`src/rtl/cfg_bus_arbiter.sv`:
```
// cfg_bus_arbiter: shares one register-bus port between NUM_REQ requesters using round-robin grant, with a per-access timeout.
// Latency: req_valid seen in IDLE -> bus_req next cycle -> rsp_done the cycle after bus_ready (2 cycles minimum).
// Backpressure: one access in flight; the other requesters hold req_valid until their own rsp_done pulse.
//
// Ports:
//   S_AXI_clk / S_AXI_rst_n   clock, asynchronous active-low reset
//   req_*                     packed per-requester request (port i at [i*W +: W]); held until rsp_done[i]
//   rsp_done/rsp_rd_data/rsp_err  one-cycle completion pulse to the granted port, with data/error
//   busy, grant_idx           arbiter activity and current/last granted port
//   bus_*                     register-bus master side; bus_req is a single-cycle strobe
module cfg_bus_arbiter #(
    parameter int NUM_REQ        = 2,
    parameter int ADDR_W         = 32,
    parameter int DATA_W         = 32,
    parameter int TIMEOUT_CYCLES = 256
) (
    input  logic                        S_AXI_clk,
    input  logic                        S_AXI_rst_n,
    input  logic [NUM_REQ-1:0]          req_valid,
    input  logic [NUM_REQ-1:0]          req_is_wr,
    input  logic [NUM_REQ*ADDR_W-1:0]   req_addr,
    input  logic [NUM_REQ*DATA_W-1:0]   req_wr_data,
    input  logic [NUM_REQ*DATA_W/8-1:0] req_wr_strobe,
    output logic [NUM_REQ-1:0]          rsp_done,
    output logic [DATA_W-1:0]           rsp_rd_data,
    output logic                        rsp_err,
    output logic                        busy,
    output logic [$clog2(NUM_REQ)-1:0]  grant_idx,
    output logic                        bus_req,
    output logic                        bus_req_is_wr,
    output logic [ADDR_W-1:0]           bus_addr,
    output logic [DATA_W-1:0]           bus_wr_data,
    output logic [DATA_W/8-1:0]         bus_wr_strobe,
    input  logic                        bus_ready,
    input  logic [DATA_W-1:0]           bus_rd_data,
    input  logic                        bus_err
);

    localparam int GW     = $clog2(NUM_REQ);
    localparam int STRB_W = DATA_W / 8;
    localparam int TO_W   = (TIMEOUT_CYCLES > 0) ? $clog2(TIMEOUT_CYCLES + 1) : 1;
    localparam logic [TO_W-1:0] TO_LIM = TO_W'(TIMEOUT_CYCLES);

    typedef enum logic [1:0] {
        S_IDLE,
        S_ISSUE,
        S_WAIT,
        S_RESP
    } state_t;

    // Latched copy of the granted request; drives the bus for the whole access.
    typedef struct packed {
        logic              is_wr;
        logic [ADDR_W-1:0] addr;
        logic [DATA_W-1:0] data;
        logic [STRB_W-1:0] strb;
    } hdr_t;

    state_t              state;
    hdr_t                hdr_q;
    hdr_t                sel_hdr;
    logic [GW-1:0]       last_grant;
    logic [GW-1:0]       cand;
    logic [GW-1:0]       sel_idx;
    logic                sel_vld;
    logic [TO_W-1:0]     to_cnt;
    logic [NUM_REQ-1:0]  grant_oh;

    // Round-robin: scan upward from the port after the last winner, wrapping.
    always_comb begin
        sel_vld = 1'b0;
        sel_idx = '0;
        cand    = '0;
        for (int i = 1; i <= NUM_REQ; i++) begin
            cand = GW'((int'(last_grant) + i) % NUM_REQ);
            if (!sel_vld && req_valid[cand]) begin
                sel_vld = 1'b1;
                sel_idx = cand;
            end
        end
    end

    // Write data/strobe are zeroed for reads so the bus never sees stale write payload.
    always_comb begin
        sel_hdr       = '0;
        sel_hdr.is_wr = req_is_wr[sel_idx];
        sel_hdr.addr  = req_addr[int'(sel_idx)*ADDR_W +: ADDR_W];
        if (req_is_wr[sel_idx]) begin
            sel_hdr.data = req_wr_data[int'(sel_idx)*DATA_W +: DATA_W];
            sel_hdr.strb = req_wr_strobe[int'(sel_idx)*STRB_W +: STRB_W];
        end
    end

    assign grant_oh = NUM_REQ'(1) << grant_idx;

    always_ff @(posedge S_AXI_clk or negedge S_AXI_rst_n) begin
        if (!S_AXI_rst_n) begin
            state       <= S_IDLE;
            hdr_q       <= '0;
            last_grant  <= GW'(NUM_REQ - 1);
            grant_idx   <= '0;
            bus_req     <= 1'b0;
            rsp_done    <= '0;
            rsp_rd_data <= '0;
            rsp_err     <= 1'b0;
            to_cnt      <= '0;
        end else begin
            bus_req  <= 1'b0;
            rsp_done <= '0;
            case (state)
                S_IDLE: begin
                    if (sel_vld) begin
                        hdr_q      <= sel_hdr;
                        grant_idx  <= sel_idx;
                        last_grant <= sel_idx;
                        bus_req    <= 1'b1;
                        to_cnt     <= '0;
                        state      <= S_ISSUE;
                    end
                end
                S_ISSUE, S_WAIT: begin
                    // bus_ready takes precedence over a timeout expiring in the same cycle.
                    if (bus_ready) begin
                        rsp_rd_data <= hdr_q.is_wr ? '0 : bus_rd_data;
                        rsp_err     <= bus_err;
                        rsp_done    <= grant_oh;
                        state       <= S_RESP;
                    end else if ((TIMEOUT_CYCLES != 0) && (to_cnt == TO_LIM)) begin
                        rsp_rd_data <= '0;
                        rsp_err     <= 1'b1;
                        rsp_done    <= grant_oh;
                        state       <= S_RESP;
                    end else begin
                        to_cnt <= to_cnt + 1'b1;
                        state  <= S_WAIT;
                    end
                end
                S_RESP: begin
                    state <= S_IDLE;
                end
                default: begin
                    state <= S_IDLE;
                end
            endcase
        end
    end

    assign busy          = (state != S_IDLE);
    assign bus_req_is_wr = hdr_q.is_wr;
    assign bus_addr      = hdr_q.addr;
    assign bus_wr_data   = hdr_q.data;
    assign bus_wr_strobe = hdr_q.strb;

endmodule
```
`config.mk`:
```
export PLATFORM = sky130hd
export DESIGN_NAME = cfg_bus_arbiter
export DESIGN_NICKNAME = d
export VERILOG_FILES = /design/src/rtl/cfg_bus_arbiter.sv
export SDC_FILE = /design/constraint.sdc
export NUM_CORES = 1
export LEC_CHECK = 0
export BUFFER_PORTS_ARGS = -buffer_cell sky130_fd_sc_hd__buf_4
export CAP_MARGIN = 40
export CORE_MARGIN = 1
export CORE_UTILIZATION = 45
export DETAILED_ROUTE_END_ITERATION = 8
export HOLD_SLACK_MARGIN = 0.02
export PLACE_DENSITY = 0.81
export SLEW_MARGIN = 25
export SYNTH_ARGS = -nofsm -noshare
export SYNTH_HDL_FRONTEND = slang
export SYNTH_SLANG_ARGS = --single-unit
```
`constraint.sdc`:
```
create_clock -name S_AXI_clk -period 2.4 [get_ports S_AXI_clk]
set_input_delay 0.36 -clock S_AXI_clk [delete_from_list [all_inputs] [get_ports S_AXI_clk]]
set_output_delay 0.36 -clock S_AXI_clk [all_outputs]
set_load 0.01 [all_outputs]
```
* Yosys cells after proc, flatten, opt, wreduce, memory -nomap -nowiden
Cells that the tools add are included.
** Cells by class
- Divide/modulo/power cells :: 0
- $lt $le $gt $ge :: 3
- Reductions and logical operators :: 10
- Bitwise logic cells :: 0
- Shift operators :: 4
- Add/subtract/negate cells :: 3
- Multiply operators :: 0
- Equality and inequality tests :: 7
- Mux-type cells :: 29
** Operators with widths (count)
- $shiftx A64 B7 Y32 :: 2
- $mux W32 :: 3
- $mux W36 :: 1
- $mux W9 :: 3
- $pmux W9 S2 :: 1
- $mux W1 :: 16
- $add A9 B1 Y9 const B :: 1
- $eq A9 B9 Y1 const B :: 1
- $mux W2 :: 4
- $shiftx A8 B4 Y4 :: 1
- $lt A1 B2 Y1 const B :: 3
- $ne A2 B2 Y1 const B :: 3
- $pmux W2 S3 :: 1
- $reduce_bool A2 Y1 :: 3
- $eq A2 B2 Y1 const B :: 2
- $reduce_and A2 Y1 :: 2
- $reduce_and A4 Y1 :: 1
- $add A1 B1 Y1 const B :: 2
- $eq A2 B1 Y1 const B :: 1
- $logic_not A2 Y1 :: 1
- $reduce_or A2 Y1 :: 1
- $shl A1 B1 Y2 const A :: 1
- $logic_and A1 B1 Y1 :: 1
- $logic_not A1 Y1 :: 1
** Word-level totals
- Bits in writable memories :: 0
- ROM bits :: 0
- Flip-flop bits (word level) :: 118
- Bits in latches :: 0
- Memories :: 0
- Input bits :: 176

* Logic depth before layout (Yosys ltp)
- Depth in word-level cells :: 10
- Mapped depth :: 8
- Gate-level depth less buffers :: 6

* Least setup slack after synthesis
Ideal clock, no wire load.
- Kind :: reg-to-reg
- Start point :: register to_cnt[0]
- End point :: register to_cnt[7]
- Setup time :: 0.079 ns
- Clock period less this slack :: 1.679 ns
- Buffers on the path :: 1
- Arrival time :: 1.599 ns
- Slack :: 0.721 ns
- Stages on the path, launching flop included :: 8
- Cells stage by stage :: dfrtp_1 inv_1 ha_1 nor4bb_1 and4_4 buf_6 or4_1 mux2i_1
** On the way
- Cells in the longest elaborated chain, start to end :: 4
** RTL lines
- start, declared :: RTL line 66 : logic [TO_W-1:0] to_cnt;
- start signal, assigned :: RTL line 134 : to_cnt <= to_cnt + 1'b1;
- $add A9 B1 Y9 :: RTL line 134
- $mux W9 :: RTL line 128 : end else if ((TIMEOUT_CYCLES != 0) && (to_cnt == TO_LIM)) begin
- $mux W9 :: RTL line 123 : if (bus_ready) begin
- $pmux W9 S2 :: RTL line 110 : case (state)
Several ways; a longest one is shown, not always the timed one. The select of a mux whose other input is x is not followed.
A chain may end at the register's enable or synchronous reset.

* Final worst setup path
- Start point :: register state[0]
- End point :: register to_cnt[5]
** On the way
- Cells in the longest elaborated chain, start to end :: 4
** RTL lines
- start, declared :: RTL line 59 : state_t state;
- start signal, assigned :: RTL line 98 : state <= S_IDLE;
- start signal, assigned :: RTL line 118 : state <= S_ISSUE;
- start signal, assigned :: RTL line 127 : state <= S_RESP;
- $eq A2 B1 Y1 or $eq A2 B2 Y1 (tied branches) :: RTL line 110
- $reduce_or A2 Y1 :: RTL line 110
- $ne A2 B2 Y1 (no source line) or $reduce_bool A2 Y1 (tied branches)
- $reduce_and A4 Y1 (no source line)
Several ways; a longest one is shown, not always the timed one.

==> metrics.yaml <==
setup_path:
  slowest_delay_ps: 540
  worstPathCellList: "inv_1 -> ha_1 -> inv_1 -> nor3_1 -> nand2b_2 -> o31ai_1"
  critical_path_class: "flop to flop"
  critical_path.endpoint_type: "flop"
  arrival_ps: 2340
  path_max_fanout: 11
  cp.required_ps: 2700
  critPathLaunchType: "flop"
  crit_top_cell: "inv_1"
  slowest_stage: "ha_1"
global_route:
  grt_pass1_vias: 4675
  overflow: 0
  grt.total_usage_pct: 24.94
  antenna_found_initial: 0
  grt_pass1_wl_microns: 22710
  grt_max_degree: 103
route:
  ant_nets: 0
  viasPerCell: 5.238
  routed_wl_microns: 14690
  first_pass_iters: 4
  wire_per_inst_microns: 16.43
  drt-initial-drc-count: 278
  drc: 0
  via_count: 4683
cts:
  insertion_delay_ps: 400
  h-tree-depth: 4
  numCtsBuffers: 17
  cts_tree: "built"
  clkSinkCount: 118
  root_buffer: "clkbuf_16"
  postCtsHoldBufs: 1
  cts_resized: 0
  path_clk_slew_ps: 60
  clock_path_buffers: 2
  post_cts_buffers: 0
placed_design:
  gp_congestion: 0.8885
  dp.cells: 861
  io_buffers: 282
  hpwl_microns: 10810
cells_and_area:
  drive_gt1_share_pct: 44.16
  antennaDiodeCount: 0
  multi_input_area_sq_um: 2043
  final_common_cell: "buf_4"
  syn2layout_area_growth_pct: 54.59
  final_nets: 921
  fin_cells: 894
  regArea_sq_um: 2954
  fill_cells: 789
  layout_common_cells: "buf_4 (285), dfrtp_1 (117), nand2_1 (75)"
logic_synthesis:
  synth-edff-count: 0
  ys_seq_elements: 118
  synthesis.area_sq_um: 5196
  synth_ff_type: "dfrtp_1"
  synth-async-reset-ratio_pct: 100.0
  syn_inst: 462
  yosysWarnings: 0
  synth-seq-area-share_pct: 56.85
  syn_area_per_cell_sq_um: 11.25
  synth_nets: 642
  ys_types: 46
floorplanning:
  coreArea_sq_um: 11030
  dieArea_sq_um: 11980
  rows: 38
  die_x_microns: 109.5
  start_util_pct: 47.11
  pin_count: 283
  fp.dieH_microns: 109.5
timing:
  rsz0062_at_grt: "no"
  final.setup_skew_ps: 9.467
  max_slew_margin_pct: 66.47
  timing.final.crit_period_ps: 2043
  clock.fmax_mhz: 489.5
  setup_viol_count_final: 0
  finalSetupTns_ps: 0
  finalHoldViolCount: 0
  finalCritPeriodShare_pct: 85.11
  worst_pin_slew_ps: 503.0
  finalMaxSlewViolations: 0
job:
  drv_cap: 0
hold_path:
  min_path_type: "input port to flop"
status:
  status: "finished clean"
pwr:
  power.density_nw_per_um2: 1253
  ir_drop_v: 0.0009284
  p_leak_nw: 4.123
[critical path, delay by kind of cell (launching register included)]
family                     cells  cell delay, ps
and+or+nand+nor                2             590
adders and majority gates      1             540
DFF                            1             350
buffers and inverters          2             230
AOI/OAI and AO/OA              1             230
[cell type report]
| type | count | share of cell area (%) |
|---|---|---|
| flip-flops and latches | 118 | 36.78 |
| repair buffers | 290 | 27.76 |
| multi-input cells | 304 | 25.44 |
| clock buffers | 17 | 5.296 |
| well taps | 140 | 2.181 |
| clock inverters | 15 | 2.087 |
| inverters | 10 | 0.4673 |
[synthesized netlist by cell type, types with 2 or more instances]
cell type,instances,area share (%)
o31ai_1,2,0.29
o21ai_1,43,4.1
clkbuf_1,6,0.43
nand3_1,2,0.19
buf_6,5,1.1
o21ai_0,38,3.7
nor3_1,2,0.19
buf_4,5,0.72
mux2i_1,69,13
inv_1,9,0.65
ha_1,4,0.96
dfrtp_1,117,56
buf_2,13,1.3
and2_1,3,0.36
a22o_1,33,5.6
nor2_1,4,0.29
a21oi_1,3,0.29
nand2_1,75,5.4
or3_1,2,0.24
[power breakdown]
part	internal (W)	switching, W	leakage [nW]
sequential	0.00286	0.000515	1.51
clock	0.00155	0.000976	0.291
combinational	0.00204	0.00212	2.32
total	0.00645	0.00361	4.12
[through the flow]
step	instance area (sq um)	utilization, %	power (W)	setup slack (ps)	hold slack, ps
2_1_floorplan	5196	-	0.005523	721.5	64.41
5_1_grt	8033	72.82	0.01070	207.0	149.4
3_3_place_gp	7430	67.35	0.007375	525.5	213.8
3_5_place_dp	7430	67.35	0.007559	410.6	213.9
6_report	8033	72.82	0.01007	357.3	173.5
4_1_cts	8033	72.82	0.01016	382.7	158.9
[flip-flops by register name, indices dropped and copies added (netlist names), 2 cells and up]
| register | cells |
|---|---|
| bus_addr | 32 |
| bus_wr_data | 32 |
| bus_wr_strobe | 4 |
| rsp_done | 2 |
| rsp_rd_data | 32 |
| state | 2 |
| to_cnt | 9 |
[worst paths after layout]
kind / startpoint / end / slack (ps) / cells past startpoint
worst max-delay path: state[0]$_DFFE_PN0P_ / to_cnt[5]$_DFFE_PN0P_ / 360 / 6
worst min-delay path: bus_rd_data[29] / rsp_rd_data[29]$_DFFE_PN0P_ / 170 / 2
worst max register to register: state[0]$_DFFE_PN0P_ / to_cnt[5]$_DFFE_PN0P_ / 360 / 6
worst min register to register: bus_addr[16]$_DFFE_PN0P_ / bus_addr[16]$_DFFE_PN0P_ / 480 / 2
max in group asynchronous: S_AXI_rst_n / bus_addr[29]$_DFFE_PN0P_ / 1320 / 3
min in group asynchronous: S_AXI_rst_n / bus_req_is_wr$_DFFE_PN0P_ / 350 / 2
[cells by family (layout without fill, tap and decap cells)]
| family | count (synthesis) | count (layout) | synth area share (%) |
|---|---|---|---|
| DFF | 118 | 118 | 56.85 |
| muxes | 70 | 70 | 13.51 |
| adders and majority gates | 4 | 4 | 0.9632 |
| and+or+nand+nor | 100 | 100 | 8.476 |
| AOI/OAI and AO/OA | 130 | 130 | 15.89 |
| buffers and inverters | 40 | 332 | 4.310 |
[per-layer routing]
| layer | vias to the layer above | global-route usage (%) | wire length (microns) |
|---|---|---|---|
| li1 | 2201 | - | - |
| met1 | 2236 | 27.66 | 5535 |
| met2 | 224 | 44.61 | 7655 |
| met3 | 22 | 7.410 | 1225 |
| met4 | 0 | 10.00 | 270 |
| met5 | - | 0 | 0 |
Power figures use the tool's default switching activity.
